--- src/rtl/smg_scan_display_param.sv ---
// Multiplexed seven-segment driver: frame-latched hex value, leading-zero blanking, dp/mask, 16-level brightness.
// Latency: segment/select outputs are registered, one cycle behind the dwell counter and digit index.
// Backpressure: none; inputs are sampled once per frame and the scan free-runs.
module smg_scan_display_param #(
  parameter int DIGITS  = 6,
  parameter int CLK_HZ  = 50_000_000,
  parameter int SCAN_US = 1000
) (
  input  logic                  CLK,
  input  logic                  RSTn,
  input  logic [4*DIGITS-1:0]   number_sig,
  input  logic [DIGITS-1:0]     dp_sig,
  input  logic [DIGITS-1:0]     blank_mask,
  input  logic                  lz_en,
  input  logic [3:0]            bright,
  input  logic                  disp_en,
  output logic [7:0]            smg_data,
  output logic [DIGITS-1:0]     scan_sig,
  output logic                  frame_done
);

  localparam int DWELL    = CLK_HZ / 1_000_000 * SCAN_US;
  localparam int SLOT_LEN = DWELL / 16;
  localparam int CNT_W    = $clog2(DWELL);
  localparam int IDX_W    = (DIGITS > 1) ? $clog2(DIGITS) : 1;

  if (DIGITS < 1 || DIGITS > 8) begin : g_bad_digits
    $error("smg_scan_display_param: DIGITS must be 1..8");
  end
  if (DWELL < 32 || (DWELL % 16) != 0) begin : g_bad_dwell
    $error("smg_scan_display_param: DWELL must be >= 32 and a multiple of 16");
  end

  logic [CNT_W-1:0]    dwell_cnt;
  logic [IDX_W-1:0]    idx;
  logic                first_q;
  logic                dwell_end;
  logic                latch;

  logic [4*DIGITS-1:0] num_q;
  logic [DIGITS-1:0]   dp_q;
  logic [DIGITS-1:0]   blank_q;
  logic                lz_q;
  logic [3:0]          bright_q;
  logic                en_q;

  logic [DIGITS-1:0]   supp;
  logic                lead;
  logic [DIGITS-1:0]   sel_oh;
  logic [3:0]          cur_nib;
  logic                cur_dp;
  logic                cur_blank;
  logic                cur_supp;
  logic [CNT_W:0]      lim;
  logic                drive;
  logic [7:0]          glyph_raw;
  logic [7:0]          seg_nxt;
  logic [DIGITS-1:0]   scan_nxt;

  assign dwell_end = (dwell_cnt == CNT_W'(DWELL - 1));
  // Latch on the last cycle of the last digit, and once straight out of reset.
  assign latch     = first_q || (dwell_end && idx == IDX_W'(DIGITS - 1));

  function automatic logic [7:0] glyph(input logic [3:0] n);
    case (n)
      4'h0: glyph = 8'hC0;  4'h1: glyph = 8'hF9;  4'h2: glyph = 8'hA4;  4'h3: glyph = 8'hB0;
      4'h4: glyph = 8'h99;  4'h5: glyph = 8'h92;  4'h6: glyph = 8'h82;  4'h7: glyph = 8'hF8;
      4'h8: glyph = 8'h80;  4'h9: glyph = 8'h90;  4'hA: glyph = 8'h88;  4'hB: glyph = 8'h83;
      4'hC: glyph = 8'hC6;  4'hD: glyph = 8'hA1;  4'hE: glyph = 8'h86;  default: glyph = 8'h8E;
    endcase
  endfunction

  // Dwell counter and digit index; first_q marks the post-reset latch cycle.
  always_ff @(posedge CLK or negedge RSTn) begin
    if (!RSTn) begin
      dwell_cnt <= '0;
      idx       <= '0;
      first_q   <= 1'b1;
    end else begin
      first_q <= 1'b0;
      if (dwell_end) begin
        dwell_cnt <= '0;
        idx       <= (idx == IDX_W'(DIGITS - 1)) ? '0 : idx + IDX_W'(1);
      end else begin
        dwell_cnt <= dwell_cnt + CNT_W'(1);
      end
    end
  end

  // Frame-synchronous capture of everything that affects the picture.
  always_ff @(posedge CLK or negedge RSTn) begin
    if (!RSTn) begin
      num_q    <= '0;
      dp_q     <= '0;
      blank_q  <= '0;
      lz_q     <= 1'b0;
      bright_q <= '0;
      en_q     <= 1'b0;
    end else if (latch) begin
      num_q    <= number_sig;
      dp_q     <= dp_sig;
      blank_q  <= blank_mask;
      lz_q     <= lz_en;
      bright_q <= bright;
      en_q     <= disp_en;
    end
  end

  // Leading-zero suppression: walk down from the top digit until a nonzero nibble or lit dp.
  always_comb begin
    supp = '0;
    lead = lz_q;
    for (int k = DIGITS - 1; k >= 1; k--) begin
      if (lead && num_q[4*k +: 4] == 4'h0 && !dp_q[k]) supp[k] = 1'b1;
      else lead = 1'b0;
    end
  end

  // Pick the attributes of the digit currently being scanned.
  always_comb begin
    sel_oh    = '0;
    cur_nib   = '0;
    cur_dp    = 1'b0;
    cur_blank = 1'b0;
    cur_supp  = 1'b0;
    for (int k = 0; k < DIGITS; k++) begin
      if (idx == IDX_W'(k)) begin
        sel_oh[k] = 1'b1;
        cur_nib   = num_q[4*k +: 4];
        cur_dp    = dp_q[k];
        cur_blank = blank_q[k];
        cur_supp  = supp[k];
      end
    end
  end

  // Drive window: skip the dead cycle at dwell start, stop once the brightness slot is exceeded.
  always_comb begin
    lim       = (CNT_W + 1)'((int'(bright_q) + 1) * SLOT_LEN);
    drive     = en_q && (dwell_cnt != '0) && ({1'b0, dwell_cnt} < lim) && !cur_blank;
    glyph_raw = glyph(cur_nib);
    seg_nxt   = 8'hFF;
    scan_nxt  = '1;
    if (drive) begin
      scan_nxt = ~sel_oh;
      seg_nxt  = cur_supp ? 8'hFF : {glyph_raw[7] & ~cur_dp, glyph_raw[6:0]};
    end
  end

  // Registered pin outputs; reset darkens the display immediately.
  always_ff @(posedge CLK or negedge RSTn) begin
    if (!RSTn) begin
      smg_data   <= 8'hFF;
      scan_sig   <= '1;
      frame_done <= 1'b0;
    end else begin
      smg_data   <= seg_nxt;
      scan_sig   <= scan_nxt;
      frame_done <= latch;
    end
  end

endmodule

--- config.mk ---
export PLATFORM = sky130hd
export DESIGN_NAME = smg_scan_display_param
export DESIGN_NICKNAME = d
export VERILOG_FILES = /design/src/rtl/smg_scan_display_param.sv
export SDC_FILE = /design/constraint.sdc
export NUM_CORES = 1
export LEC_CHECK = 0
export ABC_AREA = 1
export CAP_MARGIN = 20
export CORE_ASPECT_RATIO = 1.4
export CORE_MARGIN = 2
export CORE_UTILIZATION = 48
export CTS_CLUSTER_DIAMETER = 150
export DETAILED_ROUTE_END_ITERATION = 8
export PLACE_DENSITY = 0.66
export SETUP_SLACK_MARGIN = 0.15
export SYNTH_ARGS = -nofsm -noshare
export SYNTH_HDL_FRONTEND = slang
export SYNTH_SLANG_ARGS = --single-unit
--- constraint.sdc ---
create_clock -name CLK -period 7.32 [get_ports CLK]
set_input_delay 1.464 -clock CLK [delete_from_list [all_inputs] [get_ports CLK]]
set_output_delay 1.464 -clock CLK [all_outputs]
set_load 0.005 [all_outputs]
==> impl_results.md, run 1 <==
* Most used DFF post-synth: dfrtp_1
* All-Layer GR Usage at 0.211
* Top-count cell post-synth: nand2_1
* PostCTS Resize Cnt at 0
* Routability cong. at 0.908
* PwrDens at 216 nW/um^2
* DR iter-0 viols at 176
* Final Hold Violating Endpoints at 0
* Status: finished clean
* Core Box Area at 10800 sq um
* Crit Path Category: flop to flop
* Chip height at 128 um
* Warnings, synthesis at 0
* Post-CTS Setup Bufs at 0
* Row cnt at 45
* CP Launch Type: flop
* Ports at 59
* TritonCTS clock tree: built
* Final TNS setup at 0 ns
* Share of layout cells above drive strength 1 at 0.111
* FILL cells at 982
* Final ANT Viol Nets at 0
* Hold_buf cts at 0
* Final Net Count at 785
* CTS Buf Count at 9
* Die ar. at 11800 sq um
* Peak VDD IR at 0.127 mV
* Hold depth at 1
* Initial core utilization at 0.487
* Seq/Total Area, Yosys at 0.371
* Ant. Diodes at 0
* Clock sink count at 77
* Static leakage at 0.00304 uW
* Routed WL at 11600 um
* Tightest Pin Transition at 0.938 ns
* Worst-path fanout max at 14
* Total of max-cap violations at 0
* Cells on worst reg2reg path at 23
* Largest cells by area after synthesis: dfrtp_1, ha_1, nand2_1
* Initial antenna violation count at 0
* Yosys top cell by area: dfrtp_1
* First-pass GRT wire length at 19500 um
* Placed Instances at 816
* Post-synth top area share at 0.296
* DRC viols at 0
* Cell area after synthesis at 5240 sq um
* Cell Count, Final, Fillers Out at 832
* Total Power at 1340 uW
* Placed Area at 5880 sq um
* Final worst path period need at 4.57 ns
* Most instantiated cells after synthesis: nand2_1, inv_1, dfrtp_1
* Buffers on Ports at 58
* Vias per cell at 5.14
* Max-slew violation count at 0
* Drt wl/cell at 13.9 um
* CTS root buffer: clkbuf_16
* Setup violations, final at 0
* Design area at 6190 sq um
* Post-synth EDFFs at 0
* Die X at 92.3 um
* Layout area overhead at 18.2%
* Netlist cell types at 50
* Post-synthesis async set-or-reset flop share at 1.00
* Via Count at 4275
* Total gr overflow at 0
* Fmax at 0.219 GHz
* Reg clk slew, reported paths at 0.06 ns
* First-pass DRT Iterations at 6
* Period utilization at 0.624
* Mapped Cells at 630
* Number of global-route vias before repair at 4211
* Clock Skew at 0.00691 ns
* H-tree depth at 3
* CP endpoint kind: flop
* #FFs+latches synth at 77
* Clock buffer depth at 2
* Hold Path Class: flop to flop
* Hpwl dp at 9130 um
* Worst Path Arrival at 4.81 ns
* Required @ worst endpoint at 7.57 ns
* Worst skew pair latency at 0.34 ns
* Max transition margin at 0.375
* RSZ-0062 raised after global routing: no
* Avg Cell Area, Syn at 8.31 sq um
* Largest net degree at the start of global routing at 78
per-stage QoR:
step	hold WS [ns]	utilization	setup WS, ns
6_report	0.488	0.576	2.75
3_3_place_gp	0.473	0.547	2.94
2_1_floorplan	0.455	-	3.21
4_1_cts	0.487	0.576	2.75
3_5_place_dp	0.479	0.547	2.75
5_1_grt	0.511	0.576	2.30
registers in the layout, indices dropped and copies added (netlist names):
register / flops
num_q: 24
dwell_cnt: 16
smg_data: 8
blank_q: 6
dp_q: 6
scan_sig: 6
bright_q: 4
idx: 3
en_q: 1
first_q: 1
frame_done: 1
lz_q: 1
final cells by class:
class,count,area (sq um),area share
flip-flops and latches,77,1950,0.314
clock inverters,5,58.8,0.00950
inverters,103,387,0.0624
well taps,141,176,0.0285
multi-input cells,436,2790,0.450
repair buffers,59,586,0.0946
clock buffers,11,253,0.0408
power breakdown:
part           switching (uW)  internal [uW]  total [uW]  leakage [uW]
Clock                     172            282         455      0.000148
Combinational             232            177         409       0.00196
Sequential               15.2            458         473      0.000925
Total                     419            917        1340       0.00304
cells in the final DEF (no fill, tap or decap), types with 2 or more instances in the layout:
master | synthesis | layout
nand2_1 | 132 | 132
inv_1 | 98 | 98
dfrtp_1 | 62 | 62
clkdlybuf4s50_1 | 0 | 57
ha_1 | 54 | 54
o21ai_0 | 46 | 46
nand3_1 | 43 | 43
nor2_1 | 25 | 25
a21oi_1 | 19 | 19
xor2_1 | 16 | 16
dfstp_2 | 15 | 15
nand4_1 | 14 | 14
nor3_1 | 12 | 12
mux2_4 | 11 | 11
clkbuf_16 | 0 | 9
nor2_2 | 6 | 6
nand2_2 | 6 | 6
xnor2_1 | 6 | 6
inv_2 | 4 | 4
o211ai_1 | 4 | 4
o21ai_1 | 4 | 4
o21bai_1 | 3 | 3
nor3_2 | 3 | 3
nand3_2 | 3 | 3
nor4_1 | 3 | 3
a21oi_2 | 2 | 2
o22ai_1 | 2 | 2
a22oi_1 | 2 | 2
mux2_2 | 2 | 2
conb_1 | 1 | 2
clkbuf_8 | 0 | 2
clkinvlp_4 | 0 | 2
buf_4 | 4 | 2
worst paths after layout:
| check | slack [ns] | to | from |
|---|---|---|---|
| min in group asynchronous | 1.27 | dwell_cnt[10]$_DFF_PN0_ | RSTn |
| max | 2.75 | smg_data[5]$_DFF_PN1_ | bright_q[0]$_DFFE_PN0P_ |
| min reg2reg | 0.49 | dwell_cnt[0]$_DFF_PN0_ | dwell_cnt[0]$_DFF_PN0_ |
| max reg2reg | 2.75 | smg_data[5]$_DFF_PN1_ | bright_q[0]$_DFFE_PN0P_ |
| min | 0.49 | dwell_cnt[0]$_DFF_PN0_ | dwell_cnt[0]$_DFF_PN0_ |
| max in group asynchronous | 5.44 | num_q[23]$_DFFE_PN0P_ | RSTn |
worst max-delay path: stages (launching register included):
cell,delay [ns]
dfrtp_1,0.43
inv_1,0.18
nor3_1,0.39
xor2_1,0.36
ha_1,0.32
xor2_1,0.17
ha_1,0.30
ha_1,0.35
a21oi_1,0.16
o21ai_0,0.12
a21oi_2,0.21
o21bai_1,0.10
xor2_1,0.15
ha_1,0.29
a21oi_1,0.15
nor3_1,0.06
nor3_1,0.12
nand2_1,0.07
nand2_1,0.06
nand2_1,0.04
nand2_1,0.05
nand2_1,0.05
nand2_2,0.20
nand4_1,0.12
kinds of logic after synthesis:
| group | synth area share |
|---|---|
| AND/OR/NAND/NOR | 0.219 |
| other | 0.000716 |
| multiplexers | 0.0358 |
| flip-flops | 0.371 |
| adder cells (fa/ha/maj) | 0.133 |
| buffers and inverters | 0.0987 |
| XOR/XNOR | 0.0368 |
| AO/OA/AOI/OAI | 0.105 |
per-layer routing:
layer  routed length (um)  track usage  vias to the layer above
li1                     -            -                     2166
met1                 4890        0.240                     1980
met2                 5930        0.382                      101
met3                  372       0.0324                       28
met4                  405        0.105                        0
met5                    0            0                        -
(Power assumes the default switching activity.)
==> run 2: changes to the inputs <==
==> constraint.sdc (replaced) <==
create_clock -name CLK -period 4.7 [get_ports CLK]
set_input_delay 0.94 -clock CLK [delete_from_list [all_inputs] [get_ports CLK]]
set_output_delay 0.94 -clock CLK [all_outputs]
set_load 0.005 [all_outputs]
==> impl_results.md, run 2 (same netlist as run 1, synthesis figures left out) <==
* Total of max-cap violations at 0
* Ports at 59
* Most common cell after layout, fill and taps aside: nand2_1
* Final TNS setup at 0 ns
* Fmax at 0.237 GHz
* CP endpoint kind: flop
* Worst Path Arrival at 4.45 ns
* Clock sink count at 77
* Clock buffer depth at 2
* Routability cong. at 0.888
* Core Box Area at 10800 sq um
* Row cnt at 45
* Largest net degree at the start of global routing at 78
* Hpwl dp at 9140 um
* Hold depth at 1
* DR iter-0 viols at 159
* Final worst path period need at 4.22 ns
* Static leakage at 0.00307 uW
* Die ar. at 11800 sq um
* Hold Path Class: flop to flop
* Setup violations, final at 0
* Layout area overhead at 19.8%
* First-pass DRT Iterations at 5
* Max transition margin at 0.374
* Hold Path Sink: dwell_cnt[0]$_DFF_PN0_
* Cell Count, Final, Fillers Out at 837
* CP delay by family, top: adder cells
* Worst-path fanout max at 14
* Total gr overflow at 0
* DRC viols at 0
* Tightest Pin Transition at 0.939 ns
* Peak VDD IR at 0.202 mV
* Final Hold Violating Endpoints at 0
* Reg clk slew, reported paths at 0.06 ns
* First-pass GRT wire length at 19800 um
* Worst r2r src: bright_q[0]$_DFFE_PN0P_
* Reg2Reg Capture Point: scan_sig[0]$_DFF_PN1_
* RSZ-0062 raised after global routing: no
* CP peak stage delay at 0.44 ns
* Period utilization at 0.898
* Via Count at 4312
* Initial antenna violation count at 0
* Final ANT Viol Nets at 0
* Crit path cell chain: ha_1 > xor2_2 > buf_4 > ha_1 > xor2_1 > ha_1 > ha_1 > a21oi_1 > o21ai_0 > a21oi_2 > o21bai_1 > xor2_1 > ha_1 > a21oi_1 > nor3_1 > nor3_1 > nand2_1 > nand2_1 > nand2_1 > nand2_1 > nand2_1 > nand2_4 > nand4_1
* Hold_buf cts at 0
* Worst skew pair latency at 0.34 ns
* CTS root buffer: clkbuf_16
* CTS Buf Count at 9
* Largest register FFs at 24
* Commonest non-fill, non-tap cells in the layout: nand2_1, inv_1, dfrtp_1, clkdlybuf4s50_1, ha_1
* Slowest cell on crit path: dfrtp_2
* Routed WL at 11700 um
* Chip height at 128 um
* Placed Instances at 818
* Buffers on Ports at 58
* Crit Path Category: flop to flop
* Ant. Diodes at 0
* Crit path from: bright_q[0]$_DFFE_PN0P_
* Largest registers: num_q (24), dwell_cnt (16), smg_data (8)
* Hold_sp: dwell_cnt[0]$_DFF_PN0_
* Vias per cell at 5.15
* Worst Path Buf+Inv at 1
* Max-slew violation count at 0
* Required @ worst endpoint at 4.93 ns
* Initial core utilization at 0.487
* Clock Skew at 0.0132 ns
* Cells on worst reg2reg path at 23
* All-Layer GR Usage at 0.211
* TritonCTS clock tree: built
* Reg with most FFs: num_q
* Number of global-route vias before repair at 4259
* Status: finished clean
* Final Net Count at 790
* Drt wl/cell at 14.0 um
* Reg2reg setup slack at 0.48 ns
* Share of layout cells above drive strength 1 at 0.125
* H-tree depth at 3
* PwrDens at 336 nW/um^2
* CP Launch Type: flop
* Die X at 92.3 um
run 2: changes by cell type in the layout (fill, tap and decap cells not counted), sizes merged:
cell      before  now
clkbuf        11   10
clkinv         3    4
clkinvlp       2    0
buf            2    7
inv          102  104
run 2: cell type report:
cell class / instances / area (sq um)
Inverter: 103 / 387
Sequential cell: 77 / 1950
Multi-Input combinational cell: 436 / 2830
Fill cell: 958 / 4480
Clock buffer: 10 / 239
Clock inverter: 6 / 70.1
Timing Repair Buffer: 64 / 623
Tap cell: 141 / 176
run 2: metal layers:
metal  vias to the layer above  wire length (um)  track usage
met5                         -                 0            0
met4                         0               412       0.0948
met3                        28               480       0.0354
met2                        99              6110        0.377
met1                      2003              4690        0.246
li1                       2182                 -            -
run 2: how the worst max path moves through the flow:
stage | slack, ns | cells past startpoint | to
final | 0.48 | 23 | scan_sig[0]$_DFF_PN1_
after detailed placement | 0.25 | 23 | scan_sig[0]$_DFF_PN1_
after CTS | 0.21 | 23 | scan_sig[0]$_DFF_PN1_
after floorplan | 0.59 | 24 | smg_data[3]$_DFF_PN1_
after global routing | 0.09 | 23 | scan_sig[0]$_DFF_PN1_
after global placement | 0.39 | 23 | smg_data[6]$_DFF_PN1_
run 2: power by group:
group | switching (uW) | leakage [uW] | internal (uW)
combinational | 367 | 0.00200 | 291
sequential | 24.7 | 0.000924 | 713
clock | 278 | 0.000153 | 430
run 2: per-stage QoR:
| stage | power [uW] | instance area (sq um) | hold WS, ns | setup slack [ns] | util |
|---|---|---|---|---|---|
| 2_1_floorplan | 1200 | 5240 | 0.455 | 0.593 | - |
| 3_3_place_gp | 1380 | 5900 | 0.479 | 0.390 | 0.548 |
| 3_5_place_dp | 1390 | 5900 | 0.491 | 0.249 | 0.548 |
| 4_1_cts | 2100 | 6200 | 0.499 | 0.214 | 0.577 |
| 5_1_grt | 2250 | 6270 | 0.527 | 0.0936 | 0.583 |
| 6_report | 2100 | 6270 | 0.497 | 0.479 | 0.583 |
run 2: repair_timing:
item,4_1_cts,5_1_grt
setup buffers,0,3
resized for setup,0,7
endpoints found under the setup margin,0,14
